==> src/rtl/fetch_ctrl.sv <==
// Fetch PC controller: boot/run/flush/hold sequencing, predicted and redirected PC steering, pair-slot squash.
// Optional perf counters (redirects accepted, cycles in HOLD) when FETCH_CTRL_PERF_EN is defined.
module fetch_ctrl #(
    parameter logic [31:0] RESET_PC     = 32'h0000_0000,
    parameter int          FLUSH_CYCLES = 2
) (
    input  logic        clock_i,
    input  logic        reset_i,
    input  logic        stall_i,
    input  logic        redirect_i,
    input  logic [31:0] redirect_pc_i,
    input  logic        pred_taken_i,
    input  logic [31:0] pred_target_i,
    input  logic        imem_ready_i,
    output logic        imem_req_o,
    output logic [31:0] imem_addr_o,
    output logic [31:0] pc_o,
    output logic        zero_0_o,
    output logic        zero_1_o,
    output logic        flush_o,
`ifdef FETCH_CTRL_PERF_EN
    output logic [31:0] perf_redirect_o,
    output logic [31:0] perf_stall_o,
`endif
    output logic [1:0]  state_o
);

    typedef enum logic [1:0] {
        BOOT  = 2'd0,
        RUN   = 2'd1,
        FLUSH = 2'd2,
        HOLD  = 2'd3
    } state_t;

    localparam logic [1:0] FLUSH_LOAD = 2'(FLUSH_CYCLES - 1);

    state_t      r_state, w_next_state;
    logic [31:0] r_pc, w_next_pc;
    logic [1:0]  r_flush_cnt, w_next_cnt;
    logic        r_zero1_frz;
    logic        w_stalled, w_active, w_zero1_live;
    logic [31:0] w_seq_pc;

    assign w_stalled    = stall_i | ~imem_ready_i;
    assign w_active     = reset_i & (r_state != BOOT);
    assign w_seq_pc     = {r_pc[31:3] + 29'd1, 3'b000};
    assign w_zero1_live = w_active & pred_taken_i & ~r_pc[2];

    always_ff @(posedge clock_i) begin
        if (!reset_i) begin
            r_state     <= BOOT;
            r_pc        <= RESET_PC;
            r_flush_cnt <= 2'd0;
            r_zero1_frz <= 1'b0;
        end else begin
            r_state     <= w_next_state;
            r_pc        <= w_next_pc;
            r_flush_cnt <= w_next_cnt;
            if (r_state != HOLD)
                r_zero1_frz <= w_zero1_live;
        end
    end

    // A single-cycle flush is fully covered by the combinational redirect term, so skip FLUSH then.
    always_comb begin
        w_next_state = r_state;
        case (r_state)
            BOOT: w_next_state = RUN;
            default: begin
                if (redirect_i)
                    w_next_state = (FLUSH_CYCLES > 1) ? FLUSH : RUN;
                else if (r_state == FLUSH && r_flush_cnt > 2'd1)
                    w_next_state = FLUSH;
                else if (w_stalled)
                    w_next_state = HOLD;
                else
                    w_next_state = RUN;
            end
        endcase
    end

    always_comb begin
        w_next_pc  = r_pc;
        w_next_cnt = r_flush_cnt;
        if (r_state != BOOT) begin
            if (redirect_i) begin
                w_next_pc  = redirect_pc_i;
                w_next_cnt = FLUSH_LOAD;
            end else begin
                if (r_flush_cnt != 2'd0)
                    w_next_cnt = r_flush_cnt - 2'd1;
                if (!w_stalled)
                    w_next_pc = pred_taken_i ? pred_target_i : w_seq_pc;
            end
        end
    end

    always_comb begin
        imem_req_o  = w_active;
        imem_addr_o = {r_pc[31:3], 3'b000};
        pc_o        = r_pc;
        zero_0_o    = r_pc[2];
        zero_1_o    = (r_state == HOLD) ? (reset_i & r_zero1_frz) : w_zero1_live;
        flush_o     = w_active & (redirect_i | (r_state == FLUSH));
        state_o     = r_state;
    end

`ifdef FETCH_CTRL_PERF_EN
    logic [31:0] r_perf_redirect, r_perf_stall;

    always_ff @(posedge clock_i) begin
        if (!reset_i) begin
            r_perf_redirect <= 32'd0;
            r_perf_stall    <= 32'd0;
        end else begin
            if (redirect_i && r_state != BOOT)
                r_perf_redirect <= r_perf_redirect + 32'd1;
            if (r_state == HOLD)
                r_perf_stall <= r_perf_stall + 32'd1;
        end
    end

    assign perf_redirect_o = r_perf_redirect;
    assign perf_stall_o    = r_perf_stall;
`endif

endmodule

==> config.mk <==
export PLATFORM = sky130hd
export DESIGN_NAME = fetch_ctrl
export DESIGN_NICKNAME = d
export VERILOG_FILES = /design/src/rtl/fetch_ctrl.sv
export SDC_FILE = /design/constraint.sdc
export NUM_CORES = 1
export LEC_CHECK = 0
export ABC_AREA = 1
export BUFFER_PORTS_ARGS = -buffer_cell sky130_fd_sc_hd__buf_4
export CAP_MARGIN = 20
export CORE_MARGIN = 4
export CORE_UTILIZATION = 49
export CTS_BUF_LIST = sky130_fd_sc_hd__clkbuf_4
export DETAILED_ROUTE_END_ITERATION = 7
export GPL_ROUTABILITY_DRIVEN = 1
export HOLD_SLACK_MARGIN = 0.15
export PLACE_DENSITY = 0.87
export SLEW_MARGIN = 5
export SYNTH_ARGS = -nofsm -noshare
export SYNTH_HDL_FRONTEND = slang
export SYNTH_SLANG_ARGS = --single-unit
==> constraint.sdc <==
create_clock -name clock_i -period 1.7 [get_ports clock_i]
set_input_delay 0 -clock clock_i [delete_from_list [all_inputs] [get_ports clock_i]]
set_output_delay 0 -clock clock_i [all_outputs]
set_load 0.02 [all_outputs]
# Word-level counts from Yosys, hierarchy flattened
# Cells that the tools add are included.
[totals]
elab_cells = 40
input_bits = 70
register_bits = 37
latchBits = 0
output_inout_bits = 70
romBits = 0
ramBits = 0
memories = 0
[classes]
n_bitwise = 10
div_mod_pow = 0
mul = 0
n_eq_ne = 4
n_mux = 10
n_shift = 0
order_cmp = 1
add_sub_neg = 2
reduce_logical = 8
[ops]
columns = ["operator", "n"]
rows = [
  ["32-bit two-way mux", 3],
  ["29-bit by 1-bit adder with 29-bit output, second input constant", 1],
  ["2-bit two-way mux", 5],
  ["2-bit nonzero test", 3],
  ["1-bit bitwise AND", 5],
  ["2-bit equality test, second input constant", 2],
  ["2-bit != test, second input constant", 2],
  ["2-bit AND reduction", 2],
  ["1-bit inverter", 3],
  ["2-bit by 1-bit greater-than comparator with 1-bit output, second input constant", 1],
  ["2-bit zero test", 1],
  ["1-bit two-way mux", 2],
  ["1-bit bitwise OR", 2],
  ["2-bit OR reduction", 1],
  ["2-bit by 1-bit subtractor with 2-bit output, second input constant", 1],
  ["1-bit logical AND", 1],
]

# Longest topological paths before layout
[logic_depth]
word_depth = 6
ltp_mapped = 11
mapped_depth_nobuf = 11

# Worst setup path after synthesis
# Ideal clock, no wire load.
[synth_path]
path_kind = "register to register"
startpoint = "register r_pc[3] (netlist: pc_o[3])"
endpoint = "register r_pc[29] (netlist: pc_o[29])"
t_arrival_ns = 1.519
synth_period_minus_slack_ns = 1.652
required_time_ns = 1.567
stages_incl_launch_ff = 11
setup_slack_ns = 0.048
path_buffers = 0
setup_time_ns = 0.133
path_cell_list = "dfxtp_1 -> ha_1 -> nand2_2 -> nor2_4 -> nand2_4 -> nor2_4 -> nand3_1 -> nand3_1 -> nand2_1 -> nand2_1 -> a21oi_2"
[synth_via]
elab_chain_len = 4
[synth_lines]
columns = ["element", "line_no", "source"]
rows = [
  ["from (decl)", "38", "logic [31:0] r_pc, w_next_pc;"],
  ["from (signal assigned)", "57", "r_pc <= w_next_pc;"],
  ["29-bit by 1-bit adder with 29-bit output", "46", "assign w_seq_pc = {r_pc[31:3] + 29'd1, 3'b000};"],
  ["32-bit two-way mux", "93", "w_next_pc = pred_taken_i ? pred_target_i : w_seq_pc;"],
  ["32-bit two-way mux", "92", "if (!w_stalled)"],
  ["32-bit two-way mux", "86", "if (redirect_i) begin"],
]
# Every way passes these cells. The select of a mux whose other input is x is not followed.
# A chain may end at the register's enable or synchronous reset.

# Worst setup path in the final report
[layout_path]
startpoint = "register r_pc[3] (netlist: pc_o[3])"
endpoint = "register r_pc[17] (netlist: pc_o[17])"
# Same word-level chain as after synthesis.

==> impl_results.md <==
* Hold Crit Depth at 4
* Critical path origin: pc_o[3]
* Count leader, synth: nand2_1
* CP Class: register to register
* Syn. warnings at 0
* Reg2reg start: pc_o[3]
* Grt ovf at 0
* Cells on worst reg2reg path at 10
* Post-route DRC at 0
* Mapped cell area at 0.003100 mm2
* Mapped Cells at 524
* Die X at 87.55 um
* Fmax at 584.2 MHz
* Post-placement cell area at 0.004034 mm2
* Final number of max-transition violations at 0
* Reg clk slew, reported paths at 140 ps
* Crit path max fanout at 4
* PnR worst setup slack at -11.87 ps
* Largest buffer count on any clock path at 2
* Power, Total at 0.002753 W
* Gr usage total at 31.84%
* IO Port Bufs at 136
* Vias per inst at 5.475
* RSZ-0062 raised after global routing: true
* Routed WL at 12,920 um
* TritonRoute pass-1 iters at 7
* Max_cap viols at 0
* Share of cells above drive strength 1 at 31.65%
* Detail Route Antenna Nets at 0
* Status: complete, but fails checks
* Final Critical Period at 1712 ps
* Fin. Hold Viols at 0
* Routability cong. at 0.8919
* Arrival time worst endpoint at 2010 ps
* Io pins at 140
* Worst-skew pair later-pin latency at 370 ps
* Largest net degree at the start of global routing at 30
* Wire per inst at 16.44 um
* Post-layout nets at 783
* CTS tree: done
* Hold Crit Start: stall_i
* Startpoint Class: register
* Hold Path Class: input port to register
* Die area at 0.007664 mm2
* Initial antenna violation count at 0
* Die height at 87.55 um
* Dpl cells at 700
* CTS sink cnt at 37
* FF-to-FF setup slack at -10 ps
* Final Setup Violations at 1
* Syn_area_per_cell at 5.917 um2
* Leading cell types by count after synthesis: nand2_1 (156), nor2_1 (81), a21oi_1 (42), nand3_1 (41), dfxtp_1 (37)
* P&R area growth vs syn at 59.04%
* Final Cycle Share at 100.7%
* P_leak at 2.263 nW
* Final setup skew at 14.18 ps
* Top cells by area, synth: dfxtp_1 (24%), nand2_1 (19%), nor2_1 (9.8%), buf_4 (8.2%), a21oi_1 (6.8%)
* Synth Register Bits at 37
* Core Area at 0.006026 mm2
* H-Tree Depth at 2
* Seq/Total Area, Yosys at 23.89%
* VDD IR-drop max at 0.3896 mV
* Drt initial violations at 373
* Routed via count at 4,303
* Synth cell types at 29
* First-pass GRT wire length at 19,280 um
* Design area at 0.004931 mm2
* Crit end category: register
* Root buf cell: clkbuf_4
* ANT cells at 0
* Number of flops mapped to enable cells by yosys at 0
* Ys flop type: dfxtp_1
* Setup_tns at -11.87 ps
* Area share of the largest cell type after synthesis at 23.89%
* Cell Rows at 28
* Pwr dens at 558.3 mW/mm2
* HPWL after DPL at 7777 um
* Worst path required time at 2000 ps
* Async set or reset register ratio after synthesis at 0%
* Initial Utilization at 51.45%
* Vias in the first global route at 4,170
* Cell taking the most area after synthesis: dfxtp_1
* Cell Count, Final, Fillers Out at 786
* Cts bufs inserted at 5
* Failing checks: negative setup slack
[per-layer routing]
| layer | track usage [%] | wire length, um | share of wire, % |
|---|---|---|---|
| met5 | 0 | 0 | 0 |
| met4 | 15.20 | 486 | 3.8 |
| met3 | 5.927 | 1078 | 8.3 |
| met2 | 57.40 | 6592 | 51 |
| met1 | 35.87 | 4767 | 37 |
[sequential cells by signal, summed over array words and instances (netlist names)]
signal,count
state_o,2
r_zero1_frz,1
r_flush_cnt,2
pc_o,32
[metrics by stage]
| step | hold WS (ps) | util (%) | setup slack (ps) |
|---|---|---|---|
| final | 420.3 | 81.83 | -11.87 |
| after global routing | 468.2 | 81.83 | -77.65 |
| after CTS | 410.8 | 79.32 | 32.92 |
| after detailed placement | 233.0 | 66.94 | 68.22 |
| after global placement | 217.5 | 66.94 | 156.5 |
| after floorplan | 117.0 | - | 47.92 |
[critical path: stages (launching register included)]
cell and delay (ps):
dfxtp_2 390, ha_4 140, nand2_2 80, nor2_4 220, nand2_2 110, nor2_4 180, or2_1 140, nand3_1 80
nand2_1 80, nand2_1 60, a21oi_1 160
[cell families (layout without fill, tap and decap cells)]
group	count (synthesis)	after routing	share of synthesized area, %
AO/OA/AOI/OAI	83	83	15.33
other	1	3	0.1209
adder cells (fa/ha/maj)	3	3	1.211
AND/OR/NAND/NOR	306	306	42.53
XOR/XNOR	6	6	1.695
buffers and inverters	88	273	15.21
flip-flops	37	37	23.89
[final cells by class]
class / count / area [um2]
Fill cell: 385 / 1095
Multi-Input combinational cell: 401 / 1964
Clock inverter: 3 / 17.52
Tap cell: 75 / 93.84
Sequential cell: 37 / 753.2
Clock buffer: 5 / 37.54
Inverter: 33 / 130.1
Timing Repair Buffer: 232 / 1934
[power by group]
group	switching (W)	internal, W
clock	0.000352	0.000156
combinational	0.000629	0.000563
sequential	0.000107	0.000946
total	0.00109	0.00167
[cells in the final DEF (no fill, tap or decap), drive strengths merged, types with 4 or more instances in the layout]
cell type and n:
a21oi 49, dlygate4sd3 69, inv 32, buf 163, nor2 97, o21bai 4, a31oi 5, xnor2 6
nand3 41, dfxtp 37, o21ai 18, clkbuf 5, nand2 164
[timing repair]
item                                   CTS  global route
buffers inserted                         0             9
setup endpoints to repair                0            31
endpoints found under the hold margin   37             0
hold buffers                            69             0
gates resized for setup                  0            28
[worst paths after layout]
path | endpoint
max | pc_o[17]
min | state_o[1]
max reg2reg | pc_o[17]
min reg2reg | r_zero1_frz
Note: power is estimated with default switching activity, not from simulation.
